## src/rtl/alu_serial_p.sv

```systemverilog
// Bit-serial ALU: WIDTH-bit operands processed LSB-first through one
// full-adder/logic slice, with busy/done handshake and result hold.
module alu_serial_p #(
  parameter int WIDTH = 16,
  parameter int CW = ($clog2(WIDTH) > 1) ? $clog2(WIDTH) : 1
) (
  input  logic             clk,
  input  logic             rst,
  input  logic             on,
  input  logic [WIDTH-1:0] ina,
  input  logic [WIDTH-1:0] inb,
  input  logic [2:0]       op,
  output logic [WIDTH:0]   out,
  output logic [CW-1:0]    count,
  output logic             busy,
  output logic             done
);

  localparam logic [2:0] OP_ADD  = 3'b000;
  localparam logic [2:0] OP_SUB  = 3'b001;
  localparam logic [2:0] OP_AND  = 3'b010;
  localparam logic [2:0] OP_OR   = 3'b011;
  localparam logic [2:0] OP_XOR  = 3'b100;
  localparam logic [2:0] OP_XNOR = 3'b101;
  localparam logic [2:0] OP_INC  = 3'b110;
  localparam logic [2:0] OP_NEG  = 3'b111;

  typedef enum logic {S_IDLE, S_RUN} state_t;

  state_t           r_state;
  state_t           w_next;
  logic [WIDTH-1:0] r_a;
  logic [WIDTH-1:0] r_b;
  logic [WIDTH-1:0] r_res;
  logic [2:0]       r_op;
  logic             r_c;
  logic [WIDTH:0]   r_out;
  logic [CW-1:0]    r_count;
  logic             r_busy;
  logic             r_done;

  logic w_start;
  logic w_last;
  logic w_x;
  logic w_y;
  logic w_arith;
  logic w_lbit;
  logic w_sum;
  logic w_cout;
  logic w_bit;
  logic w_c0;

  assign out   = r_out;
  assign count = r_count;
  assign busy  = r_busy;
  assign done  = r_done;

  always_ff @(posedge clk or posedge rst) begin
    if (rst) r_state <= S_IDLE;
    else     r_state <= w_next;
  end

  always_comb begin
    w_next  = r_state;
    w_start = 1'b0;
    w_last  = 1'b0;
    unique case (r_state)
      S_IDLE: begin
        if (on) begin
          w_next  = S_RUN;
          w_start = 1'b1;
        end
      end
      S_RUN: begin
        if (r_count == CW'(WIDTH - 1)) begin
          w_next = S_IDLE;
          w_last = 1'b1;
        end
      end
    endcase
  end

  // Arithmetic ops map onto x + y + c with operand steering
  always_comb begin
    w_x     = r_a[0];
    w_y     = r_b[0];
    w_arith = 1'b0;
    w_lbit  = 1'b0;
    unique case (r_op)
      OP_ADD:  w_arith = 1'b1;
      OP_SUB: begin
        w_y     = ~r_b[0];
        w_arith = 1'b1;
      end
      OP_AND:  w_lbit = r_a[0] & r_b[0];
      OP_OR:   w_lbit = r_a[0] | r_b[0];
      OP_XOR:  w_lbit = r_a[0] ^ r_b[0];
      OP_XNOR: w_lbit = ~(r_a[0] ^ r_b[0]);
      OP_INC: begin
        w_y     = 1'b0;
        w_arith = 1'b1;
      end
      OP_NEG: begin
        w_x     = 1'b0;
        w_y     = ~r_a[0];
        w_arith = 1'b1;
      end
    endcase
    w_sum  = w_x ^ w_y ^ r_c;
    w_cout = (w_x & w_y) | (r_c & (w_x ^ w_y));
    w_bit  = w_arith ? w_sum : w_lbit;
  end

  assign w_c0 = (op == OP_SUB) || (op == OP_INC) || (op == OP_NEG);

  always_ff @(posedge clk or posedge rst) begin
    if (rst) begin
      r_a     <= '0;
      r_b     <= '0;
      r_res   <= '0;
      r_op    <= '0;
      r_c     <= 1'b0;
      r_out   <= '0;
      r_count <= '0;
      r_busy  <= 1'b0;
      r_done  <= 1'b0;
    end else begin
      r_done <= 1'b0;
      if (w_start) begin
        r_a     <= ina;
        r_b     <= inb;
        r_op    <= op;
        r_c     <= w_c0;
        r_count <= '0;
        r_busy  <= 1'b1;
      end else if (r_state == S_RUN) begin
        r_a   <= r_a >> 1;
        r_b   <= r_b >> 1;
        r_res <= {w_bit, r_res[WIDTH-1:1]};
        r_c   <= w_cout;
        if (w_last) begin
          r_out   <= {w_arith & w_cout, w_bit, r_res[WIDTH-1:1]};
          r_done  <= 1'b1;
          r_busy  <= 1'b0;
          r_count <= '0;
        end else begin
          r_count <= r_count + CW'(1);
        end
      end
    end
  end

endmodule

```

## config.mk

```make
export PLATFORM = sky130hd
export DESIGN_NAME = alu_serial_p
export DESIGN_NICKNAME = d
export VERILOG_FILES = /design/src/rtl/alu_serial_p.sv
export SDC_FILE = /design/constraint.sdc
export NUM_CORES = 1
export LEC_CHECK = 0
export ABC_AREA = 1
export CORE_UTILIZATION = 40
export DETAILED_ROUTE_END_ITERATION = 12
export PLACE_DENSITY = 0.65
export SYNTH_ARGS = -nofsm -noshare
export SYNTH_HDL_FRONTEND = slang
export SYNTH_SLANG_ARGS = --single-unit
```

## constraint.sdc

```tcl
create_clock -name clk -period 5.7 [get_ports clk]
set_input_delay 0.57 -clock clk [delete_from_list [all_inputs] [get_ports clk]]
set_output_delay 0.57 -clock clk [all_outputs]
set_load 0.01 [all_outputs]
```

* After elaboration in Yosys (flattened, before gate mapping)
Index checks and enable logic that the tools add are counted.
W data, S select, Z words.
** Word-level totals
- Flip-flop bits (word level) :: 76
- Output and inout port bits :: 23
- Logic and storage cells :: 71
** Cells by class
- Add/subtract/negate cells :: 1
- Eq/ne operators :: 11
- Multiplexer cells :: 26
- Bitwise operators :: 14
- Reductions and logical operators :: 9
** Operator list (number)
- $mux W16 :: 4
- $eq A3 B3 Y1 const B :: 6
- $mux W1 :: 16
- $mux W4 :: 3
- $eq A3 B1 Y1 const B :: 2
- $eq A3 B2 Y1 const B :: 2
- $not A1 Y1 :: 5
- $add A4 B1 Y4 const B :: 1
- $and A1 B1 Y1 :: 4
- $eq A4 B4 Y1 const B :: 1
- $pmux W1 S4 :: 1
- $reduce_and A2 Y1 :: 2
- $reduce_bool A2 Y1 :: 2
- $reduce_or A4 Y1 :: 1
- $logic_not A3 Y1 :: 1
- $pmux W1 S3 :: 1
- $reduce_and A3 Y1 :: 1
- $xor A1 B1 Y1 :: 3
- $logic_or A1 B1 Y1 :: 2
- $or A1 B1 Y1 :: 2
- $pmux W1 S2 :: 1

* Longest topological paths before layout
Gate-level depths: netlist (run 1).
- Depth after elaboration :: 7
- Depth in mapped cells :: 10

* Least setup slack after synthesis (run 1)
OpenSTA, ideal clock, no wires.
- Path type :: reg-to-reg
- Start point :: reg r_op[1]
- End point :: reg r_res[15]
- Setup time :: 117 ps
- Arrival time :: 1468 ps
- Required time :: 5583 ps
- Slack :: 4115 ps
- Stages on the path, launching flop included :: 10
- Path buffers :: 0
- Clock period less this slack :: 1585 ps
- Path through :: dfrtp_1 > inv_1 > nand3_1 > o22ai_1 > nor2_1 > fa_1 > nand3b_1 > nand3_1 > nand2_1 > nand2_1
** On the way
- Word-level cells in the longest chain between the ends :: 5
** Ends and longest elaborated chain
- start, declared :: line 35 : logic [2:0] r_op;
- start signal, assigned :: line 132 : r_op <= op;
- $eq A3 B3 Y1 / $eq A3 B1 Y1 (equally long branches) :: line 89 : unique case (r_op)
- $pmux W1 S3 / $mux W1 (equally long branches) :: line 89
- $xor A1 B1 Y1 (2 in series) :: line 109 : w_sum = w_x ^ w_y ^ r_c;
- $mux W1 (*) :: line 111 : w_bit = w_arith ? w_sum : w_lbit;
- end signal, assigned :: line 139 : r_res <= {w_bit, r_res[WIDTH-1:1]};
- end, declared :: line 34 : logic [WIDTH-1:0] r_res;
Every way passes the cells marked *; elsewhere a longest branch is shown, timed or not.
A chain may end at the register's enable or synchronous reset.

* Worst setup path in the final report (run 1)
- Start point :: reg r_count[2] (netlist: count[2])
- End point :: out count[2]
** RTL lines
- start, declared :: line 38 : logic [CW-1:0] r_count;
- start signal, assigned :: line 147 : r_count <= r_count + CW'(1);
- end, declared :: line 14 : output logic [CW-1:0] count,
No word-level cell between the ends.

==> results.sh, run 1 <==
export IMPL_hold_ws_ns=0.482
export IMPL_io_buffers=60
export IMPL_grt_ovfl_total=0
export IMPL_post_cts_buffers=0
export IMPL_start_kind="flop"
export IMPL_cpMaxStageDelayCell="clkdlybuf4s50_1"
export IMPL_antennaDiodeCount=0
export IMPL_clkSinkCount=75
export IMPL_seq_area_frac_synth_pct=59.2
export IMPL_tightest_slew_ns=0.896
export IMPL_gp_congestion=0.759
export IMPL_cts_resized=0
export IMPL_synthTopCellsByCount="118 x nand2_1, 75 x dfrtp_1, 44 x inv_1, 20 x o21ai_0, 18 x o211ai_1"
export IMPL_cp_max_fo=5
export IMPL_critPathArrivalTime_ns=1.34
export IMPL_via_per_inst=4.70
export IMPL_crit_start="count[2]"
export IMPL_cp_slowest_stage_delay_ns=0.56
export IMPL_synthArstFlopShare_pct=100
export IMPL_period_needed_ns=1.91
export IMPL_fp_coreArea_um2=7690
export IMPL_syn_nets=392
export IMPL_ys_ff_latch=75
export IMPL_avgSynthCellArea_um2=9.06
export IMPL_worstReg2RegStart="r_op[1]"
export IMPL_ys_flop_type="dfrtp_1"
export IMPL_peakVddDrop_mv=0.378
export IMPL_syn_area_um2=3170
export IMPL_cts_htree_levels=3
export IMPL_finish_instance_area_um2=4100
export IMPL_drt_iter0_markers=142
export IMPL_clockRootBuffer="clkbuf_8"
export IMPL_die_height_um=91.0
export IMPL_wirelength_um=6390
export IMPL_cts_clk_slew_worst_paths_ns=0.08
export IMPL_ant_nets=0
export IMPL_grt_use_total_pct=16.9
export IMPL_critPathRequiredTime_ns=5.13
export IMPL_finalSetupTns_ns=0
export IMPL_rows=32
export IMPL_status="completed"
export IMPL_fin_skew_ns=0.00730
export IMPL_start_util_pct=41.2
export IMPL_yosysMostFrequentCell="nand2_1"
export IMPL_dpl_cell_count=499
export IMPL_seq_area_um2=1880
export IMPL_power_leakage_nw=1.87
export IMPL_sw_frac_of_total_pct=34.4
export IMPL_critPathKind="reg2out"
export IMPL_worstSkewPairLatency_ns=0.34
export IMPL_synth_warnings=0
export IMPL_die_w_um=91.0
export IMPL_die_area_um2=8290
export IMPL_pre_cts_ws_ns=3.71
export IMPL_path_delay_family="buffers and inverters"
export IMPL_drive_above_1_share_pct=6.30
export IMPL_numCtsBuffers=9
export IMPL_relSlewSlack_pct=40.2
export IMPL_drc=0
export IMPL_io_pins=61
export IMPL_drv_cap=0
export IMPL_syn_inst=350
export IMPL_hold_violations=0
export IMPL_synth_top_area_share_pct=59.2
export IMPL_power_frac_comb_pct=34.5
export IMPL_final_cells=515
export IMPL_syn2layout_area_growth_pct=29.2
export IMPL_first_pass_iters=4
export IMPL_yosysTopAreaCell="dfrtp_1"
export IMPL_dp_hpwl_um=4180
export IMPL_grt_start_max_net_pins=76
export IMPL_synth_cell_types=22
export IMPL_rsz0062_at_grt="false"
export IMPL_crit_chain="clkdlybuf4s50_1"
export IMPL_critPathCaptureType="output pin"
export IMPL_fmax_mhz=524
export IMPL_clockPowerShare_pct=23.6
export IMPL_clockBufferDepth=2
export IMPL_synth_area_leaders="dfrtp_1 59%, nand2_1 14%, inv_1 5.2%, o211ai_1 4.3%, o21ai_0 3.2%"
export IMPL_seq_power_share_pct=41.9
export IMPL_grt_pass1_vias=2463
export IMPL_fill_cells=725
export IMPL_hold_path_class="reg2reg"
export IMPL_cts_tree="yes"
export IMPL_p_int_mw=1.39
export IMPL_postPlaceCellArea_um2=3850
export IMPL_vias=2420
export IMPL_path_buf_inv=1
export IMPL_period_share_pct=33.5
export IMPL_multi_input_area_um2=1040
export IMPL_wire_per_inst_um=12.4
export IMPL_synth_edf_count=0
export IMPL_slew_viol_final=0
export IMPL_grt_pass1_wl_um=11100
export IMPL_ctsHoldBuffers=0
export IMPL_layout_setup_ws_ns=3.79
export IMPL_hp_start="r_b[5]"
export IMPL_layout_nets=450
export IMPL_power_density_nw_per_um2=516
export IMPL_p_sw_mw=0.728
export IMPL_antenna_found_initial=0
export IMPL_setup_viol=0
-- layout by cell type (no fill, tap or decap), drive strengths merged --
master,instances
clkinvlp,1
dfrtp,75
nor3,1
o221ai,7
a22o,3
buf,3
xor2,1
o211ai,18
nand3,15
ha,3
fa,1
nand3b,1
clkbuf,9
a21oi,2
inv,49
bufinv,3
nor2,6
o21ai,34
clkinv,1
nand2,119
o22ai,1
clkdlybuf4s50,60
-- through the flow --
step,utilization [%],power (mW)
4_1_cts,53.3,2.14
6_report,53.3,2.11
2_1_floorplan,-,1.35
5_1_grt,53.3,2.28
3_3_place_gp,50.1,1.61
3_5_place_dp,50.1,1.63
-- area by class of cell --
cell class,instances,area share [%]
sequential,75,45.8
multi-input combinational,212,25.5
timing repair buffer,63,15.2
inverter,47,4.31
tap,102,3.12
clock buffer,9,3.02
clock inverter,7,3.02
-- logic make-up after synthesis --
| logic type | Yosys count | share of synthesized area (%) |
|---|---|---|
| xor gates and xnor gates | 1 | 0.276 |
| DFF | 75 | 59.2 |
| and+or+nand+nor | 142 | 17.9 |
| adders and majority gates | 4 | 1.82 |
| AOI/OAI and AO/OA | 65 | 12.9 |
| buffers and inverters | 63 | 7.93 |
-- power groups by stage --
stage | registers, mW | clock network (mW) | logic (mW)
floorplan | 0.902 | 0 | 0.445
global route | 0.916 | 0.533 | 0.830
global placement | 0.889 | 0 | 0.716
finish | 0.885 | 0.499 | 0.730
CTS | 0.888 | 0.511 | 0.741
detailed placement | 0.894 | 0 | 0.739
-- worst paths after layout --
kind | endpoint | slack (ns) | depth (start not counted)
max | count[2] | 3.79 | 1
min | r_b[4] | 0.48 | 2
max reg2reg | r_res[15] | 3.91 | 10
min reg2reg | r_b[4] | 0.48 | 2
max in group asynchronous | r_b[2] | 4.31 | 3
min in group asynchronous | out[11] | 0.83 | 3
-- sequential cells by signal, summed over array words and instances, names as in the netlist --
name,cells
out,17
r_a,16
r_b,16
r_res,15
count,4
r_op,3
busy,1
done,1
r_c,1
r_state,1
-- routing by layer --
metal  GRT usage, %  vias up  part of all wire, %
li1               -     1238                    -
met1           23.2     1116                   50
met2           25.4       58                   45
met3           3.18        8                  3.8
met4           8.99        0                  1.4
met5              0        -                    0
(Power assumes the default switching activity.)
==> run 2: changes to the inputs <==
Clock period 5.7 ns to 2 ns, I/O delays scaled along.
==> results.sh, run 2 (synthesis results as in run 1) <==
export IMPL_via_per_inst=4.78
export IMPL_numCtsBuffers=9
export IMPL_grt_ovfl_total=0
export IMPL_clockBufferDepth=2
export IMPL_wire_per_inst_um=12.3
export IMPL_first_pass_iters=8
export IMPL_pre_cts_ws_ns=0.254
export IMPL_worstSkewPairLatency_ns=0.35
export IMPL_drv_cap=0
export IMPL_finalSetupTns_ns=0
export IMPL_peakVddDrop_mv=0.693
export IMPL_fp_coreArea_um2=7690
export IMPL_largest_reg_flops=17
export IMPL_start_util_pct=41.2
export IMPL_layout_setup_ws_ns=0.225
export IMPL_rows=32
export IMPL_slew_viol_final=0
export IMPL_ctsHoldBuffers=0
export IMPL_antennaDiodeCount=0
export IMPL_violations="DRC"
export IMPL_drc=1
export IMPL_power_leakage_nw=1.89
export IMPL_drt_iter0_markers=99
export IMPL_cts_htree_levels=3
export IMPL_hold_violations=0
export IMPL_drive_above_1_share_pct=6.75
export IMPL_fmax_mhz=563
export IMPL_die_w_um=91.0
export IMPL_die_height_um=91.0
export IMPL_cts_clk_slew_worst_paths_ns=0.08
export IMPL_rsz0062_at_grt="false"
export IMPL_dp_hpwl_um=4180
export IMPL_power_density_nw_per_um2=1470
export IMPL_period_needed_ns=1.77
export IMPL_period_share_pct=88.7
export IMPL_syn2layout_area_growth_pct=30.6
export IMPL_grt_start_max_net_pins=76
export IMPL_cts_resized=0
export IMPL_gp_congestion=0.811
export IMPL_final_common_cell="nand2_1"
export IMPL_grt_use_total_pct=17.0
export IMPL_antenna_found_initial=0
export IMPL_clkSinkCount=75
export IMPL_tightest_slew_ns=0.472
export IMPL_grt_pass1_vias=2366
export IMPL_layout_nets=452
export IMPL_critPathArrivalTime_ns=2.05
export IMPL_ant_nets=0
export IMPL_cts_tree="yes"
export IMPL_critPathKind="reg2reg"
export IMPL_setup_viol=0
export IMPL_cp_max_fo=6
export IMPL_start_kind="flop"
export IMPL_wirelength_um=6380
export IMPL_fin_skew_ns=0.00890
export IMPL_vias=2470
export IMPL_total_power_mw=6.09
export IMPL_status="finished, violations left"
export IMPL_hold_path_class="in2async"
export IMPL_io_pins=61
export IMPL_critPathRequiredTime_ns=2.28
export IMPL_clockRootBuffer="clkbuf_8"
export IMPL_relSlewSlack_pct=68.5
export IMPL_die_area_um2=8290
export IMPL_final_cell_mix="118 x nand2_1, 75 x dfrtp_1, 60 x clkdlybuf4s50_1, 43 x inv_1, 20 x o21ai_0"
export IMPL_grt_pass1_wl_um=11000
export IMPL_io_buffers=60
export IMPL_post_cts_buffers=0
export IMPL_critPathCaptureType="flop"
[run 2: cell count changes in the layout (fill, tap and decap cells not counted)]
| cell | before | now |
|---|---|---|
| clkbuf_8 | 9 | 12 |
| inv_6 | 2 | 0 |
| buf_12 | 0 | 1 |
| buf_4 | 3 | 4 |
| clkinv_2 | 0 | 1 |
| clkinv_4 | 1 | 0 |
| inv_2 | 4 | 3 |
[run 2: critical path, stage by stage, from the launching register on]
cell      delay, ns
dfrtp_1        0.43
inv_1          0.12
nand3_1        0.11
nand2_1        0.08
nor2_1         0.04
nor2_1         0.12
fa_1           0.41
nand3b_1       0.16
nand3_1        0.11
nand2_1        0.06
nand2_1        0.07
[run 2: per-stage QoR]
step | area, um^2 | util, % | hold WS (ns) | cells
5_1_grt | 4140 | 53.9 | 0.324 | 517
4_1_cts | 4140 | 53.9 | 0.322 | 517
3_5_place_dp | 3880 | 50.5 | 0.465 | 501
2_1_floorplan | 3170 | - | 0.321 | 350
3_3_place_gp | 3880 | 50.5 | 0.460 | 501
6_report | 4140 | 53.9 | 0.301 | 517
[run 2: power breakdown]
part | leakage [nW] | switching, mW | internal (mW)
sequential | 0.960 | 0.370 | 2.16
combinational | 0.803 | 1.13 | 0.963
clock | 0.133 | 0.535 | 0.929
[run 2: worst paths after layout]
kind | from | end | slack, ns | cells past startpoint
setup / recovery | r_op[1] | out[15] | 0.23 | 10
max in group asynchronous | rst | r_c | 1.37 | 3
hold reg to reg | r_res[2] | r_res[1] | 0.48 | 2
min in group clk | inb[14] | r_b[14] | 0.43 | 3
hold / removal | rst | out[7] | 0.30 | 3
setup reg to reg | r_op[1] | out[15] | 0.23 | 10
[run 2: area by class of cell]
class	instances	area [um^2]
tap	102	128
clock buffer	12	165
timing repair buffer	65	651
sequential	75	1880
fill	731	3550
inverter	47	180
clock inverter	4	95.1
multi-input combinational	212	1040
[run 2: layer usage]
| metal | vias to the layer above | GRT usage [%] | wire (um) |
|---|---|---|---|
| met3 | 10 | 5.11 | 281 |
| li1 | 1244 | - | - |
| met1 | 1160 | 23.1 | 3120 |
| met5 | - | 0 | 0 |
| met2 | 56 | 26.2 | 2900 |
| met4 | 0 | 5.56 | 87 |
==> run 3: changes to the inputs <==
Settings changed: RECOVER_POWER set to 100.
==> results.sh, run 3 (synthesis results as in run 1) <==
export IMPL_clockRootBuffer="clkbuf_8"
export IMPL_violations="DRC"
export IMPL_clkSinkCount=75
export IMPL_critPathKind="reg2reg"
export IMPL_hold_violations=0
export IMPL_antenna_found_initial=0
export IMPL_critPathArrivalTime_ns=2.06
export IMPL_wirelength_um=6380
export IMPL_status="finished, violations left"
export IMPL_start_kind="flop"
export IMPL_utilization_pct=53.5
export IMPL_start_util_pct=41.2
export IMPL_critPathRequiredTime_ns=2.28
export IMPL_cp_max_fo=6
export IMPL_peakVddDrop_mv=0.686
export IMPL_wire_per_inst_um=12.3
export IMPL_fill_cells=735
export IMPL_first_pass_iters=8
export IMPL_grt_pass1_vias=2366
export IMPL_dp_hpwl_um=4180
export IMPL_fin_skew_ns=0.00861
export IMPL_gp_congestion=0.811
export IMPL_drc=1
export IMPL_final_cells=517
export IMPL_power_leakage_nw=1.93
export IMPL_power_density_nw_per_um2=1450
export IMPL_io_pins=61
export IMPL_hp_start="inb[14]"
export IMPL_fmax_mhz=560
export IMPL_cts_htree_levels=3
export IMPL_setup_viol=0
export IMPL_die_area_um2=8290
export IMPL_vias=2470
export IMPL_cts_resized=0
export IMPL_grt_use_total_pct=17.0
export IMPL_slew_viol_final=0
export IMPL_final_cell_mix="119 x nand2_1, 75 x dfrtp_1, 44 x inv_1, 36 x clkdlybuf4s50_1, 34 x o21ai_0"
export IMPL_largest_reg_flops=17
export IMPL_cts_clk_slew_worst_paths_ns=0.07
export IMPL_grt_pass1_wl_um=11000
export IMPL_numCtsBuffers=9
export IMPL_ant_nets=0
export IMPL_tightest_slew_ns=1.01
export IMPL_worstReg2RegStart="r_op[1]"
export IMPL_via_per_inst=4.78
export IMPL_finalSetupTns_ns=0
export IMPL_grt_ovfl_total=0
export IMPL_io_buffers=60
export IMPL_r2r_slack_ns=0.22
export IMPL_grt_start_max_net_pins=76
export IMPL_drv_cap=0
export IMPL_post_cts_buffers=0
export IMPL_syn2layout_area_growth_pct=29.8
export IMPL_critPathCaptureType="flop"
export IMPL_period_needed_ns=1.78
export IMPL_clockBufferDepth=2
export IMPL_hold_path_class="in2reg"
export IMPL_cts_tree="yes"
export IMPL_dpl_cell_count=501
export IMPL_die_height_um=91.0
export IMPL_relSlewSlack_pct=32.6
export IMPL_drt_iter0_markers=133
export IMPL_drive_above_1_share_pct=6.02
export IMPL_period_share_pct=89.2
export IMPL_rsz0062_at_grt="false"
export IMPL_rows=32
export IMPL_layout_nets=452
export IMPL_crit_start="r_op[1]"
export IMPL_final_common_cell="nand2_1"
export IMPL_worstSkewPairLatency_ns=0.35
export IMPL_die_w_um=91.0
export IMPL_antennaDiodeCount=0
export IMPL_ctsHoldBuffers=0
export IMPL_fp_coreArea_um2=7690
run 3: worst paths after layout:
path                       cells after the start   endpoint
max in group asynchronous                      3    r_op[2]
min in group asynchronous                      3    out[10]
max                                           10  r_res[15]
min                                            3    r_b[14]
max reg2reg                                   10  r_res[15]
min reg2reg                                    2   r_res[1]
run 3: worst max-delay path, cell delays in order, from the launching register on:
cell and delay (ns):
dfrtp_1 0.43, inv_1 0.12, nand3_1 0.11, nand2_1 0.08
nor2_1 0.04, nor2_1 0.12, fa_1 0.41, nand3b_1 0.16
nand3_1 0.11, nand2_1 0.06, nand2_1 0.09
run 3: metrics by stage:
stage	hold WS, ns	power, mW	setup WS [ns]	area (um^2)
global route	0.422	6.45	0.0204	4120
global placement	0.460	4.59	0.348	3880
CTS	0.322	6.17	0.230	4140
floorplan	0.321	3.84	0.415	3170
finish	0.425	5.97	0.215	4120
detailed placement	0.465	4.67	0.254	3880
run 3: power breakdown:
| group | switching [mW] | total [mW] | internal, mW |
|---|---|---|---|
| combinational | 1.12 | 1.98 | 0.868 |
| clock | 0.535 | 1.46 | 0.929 |
| sequential | 0.361 | 2.53 | 2.16 |
run 3: metal layers:
metal  vias up  track usage (%)  share of wire, %
li1       1240                -                 -
met1      1160             23.1                48
met2        60             26.2                46
met3        10             5.11               4.5
met4         0             5.56               1.4
met5         -                0                 0
run 3: layout make-up:
class	count	area, um^2	area share, %
Multi-Input combinational cell	212	1040	25.3
Clock buffer	12	165	4.01
Timing Repair Buffer	65	629	15.3
Sequential cell	75	1880	45.6
Inverter	47	180	4.38
Clock inverter	4	95.1	2.31
Tap cell	102	128	3.10
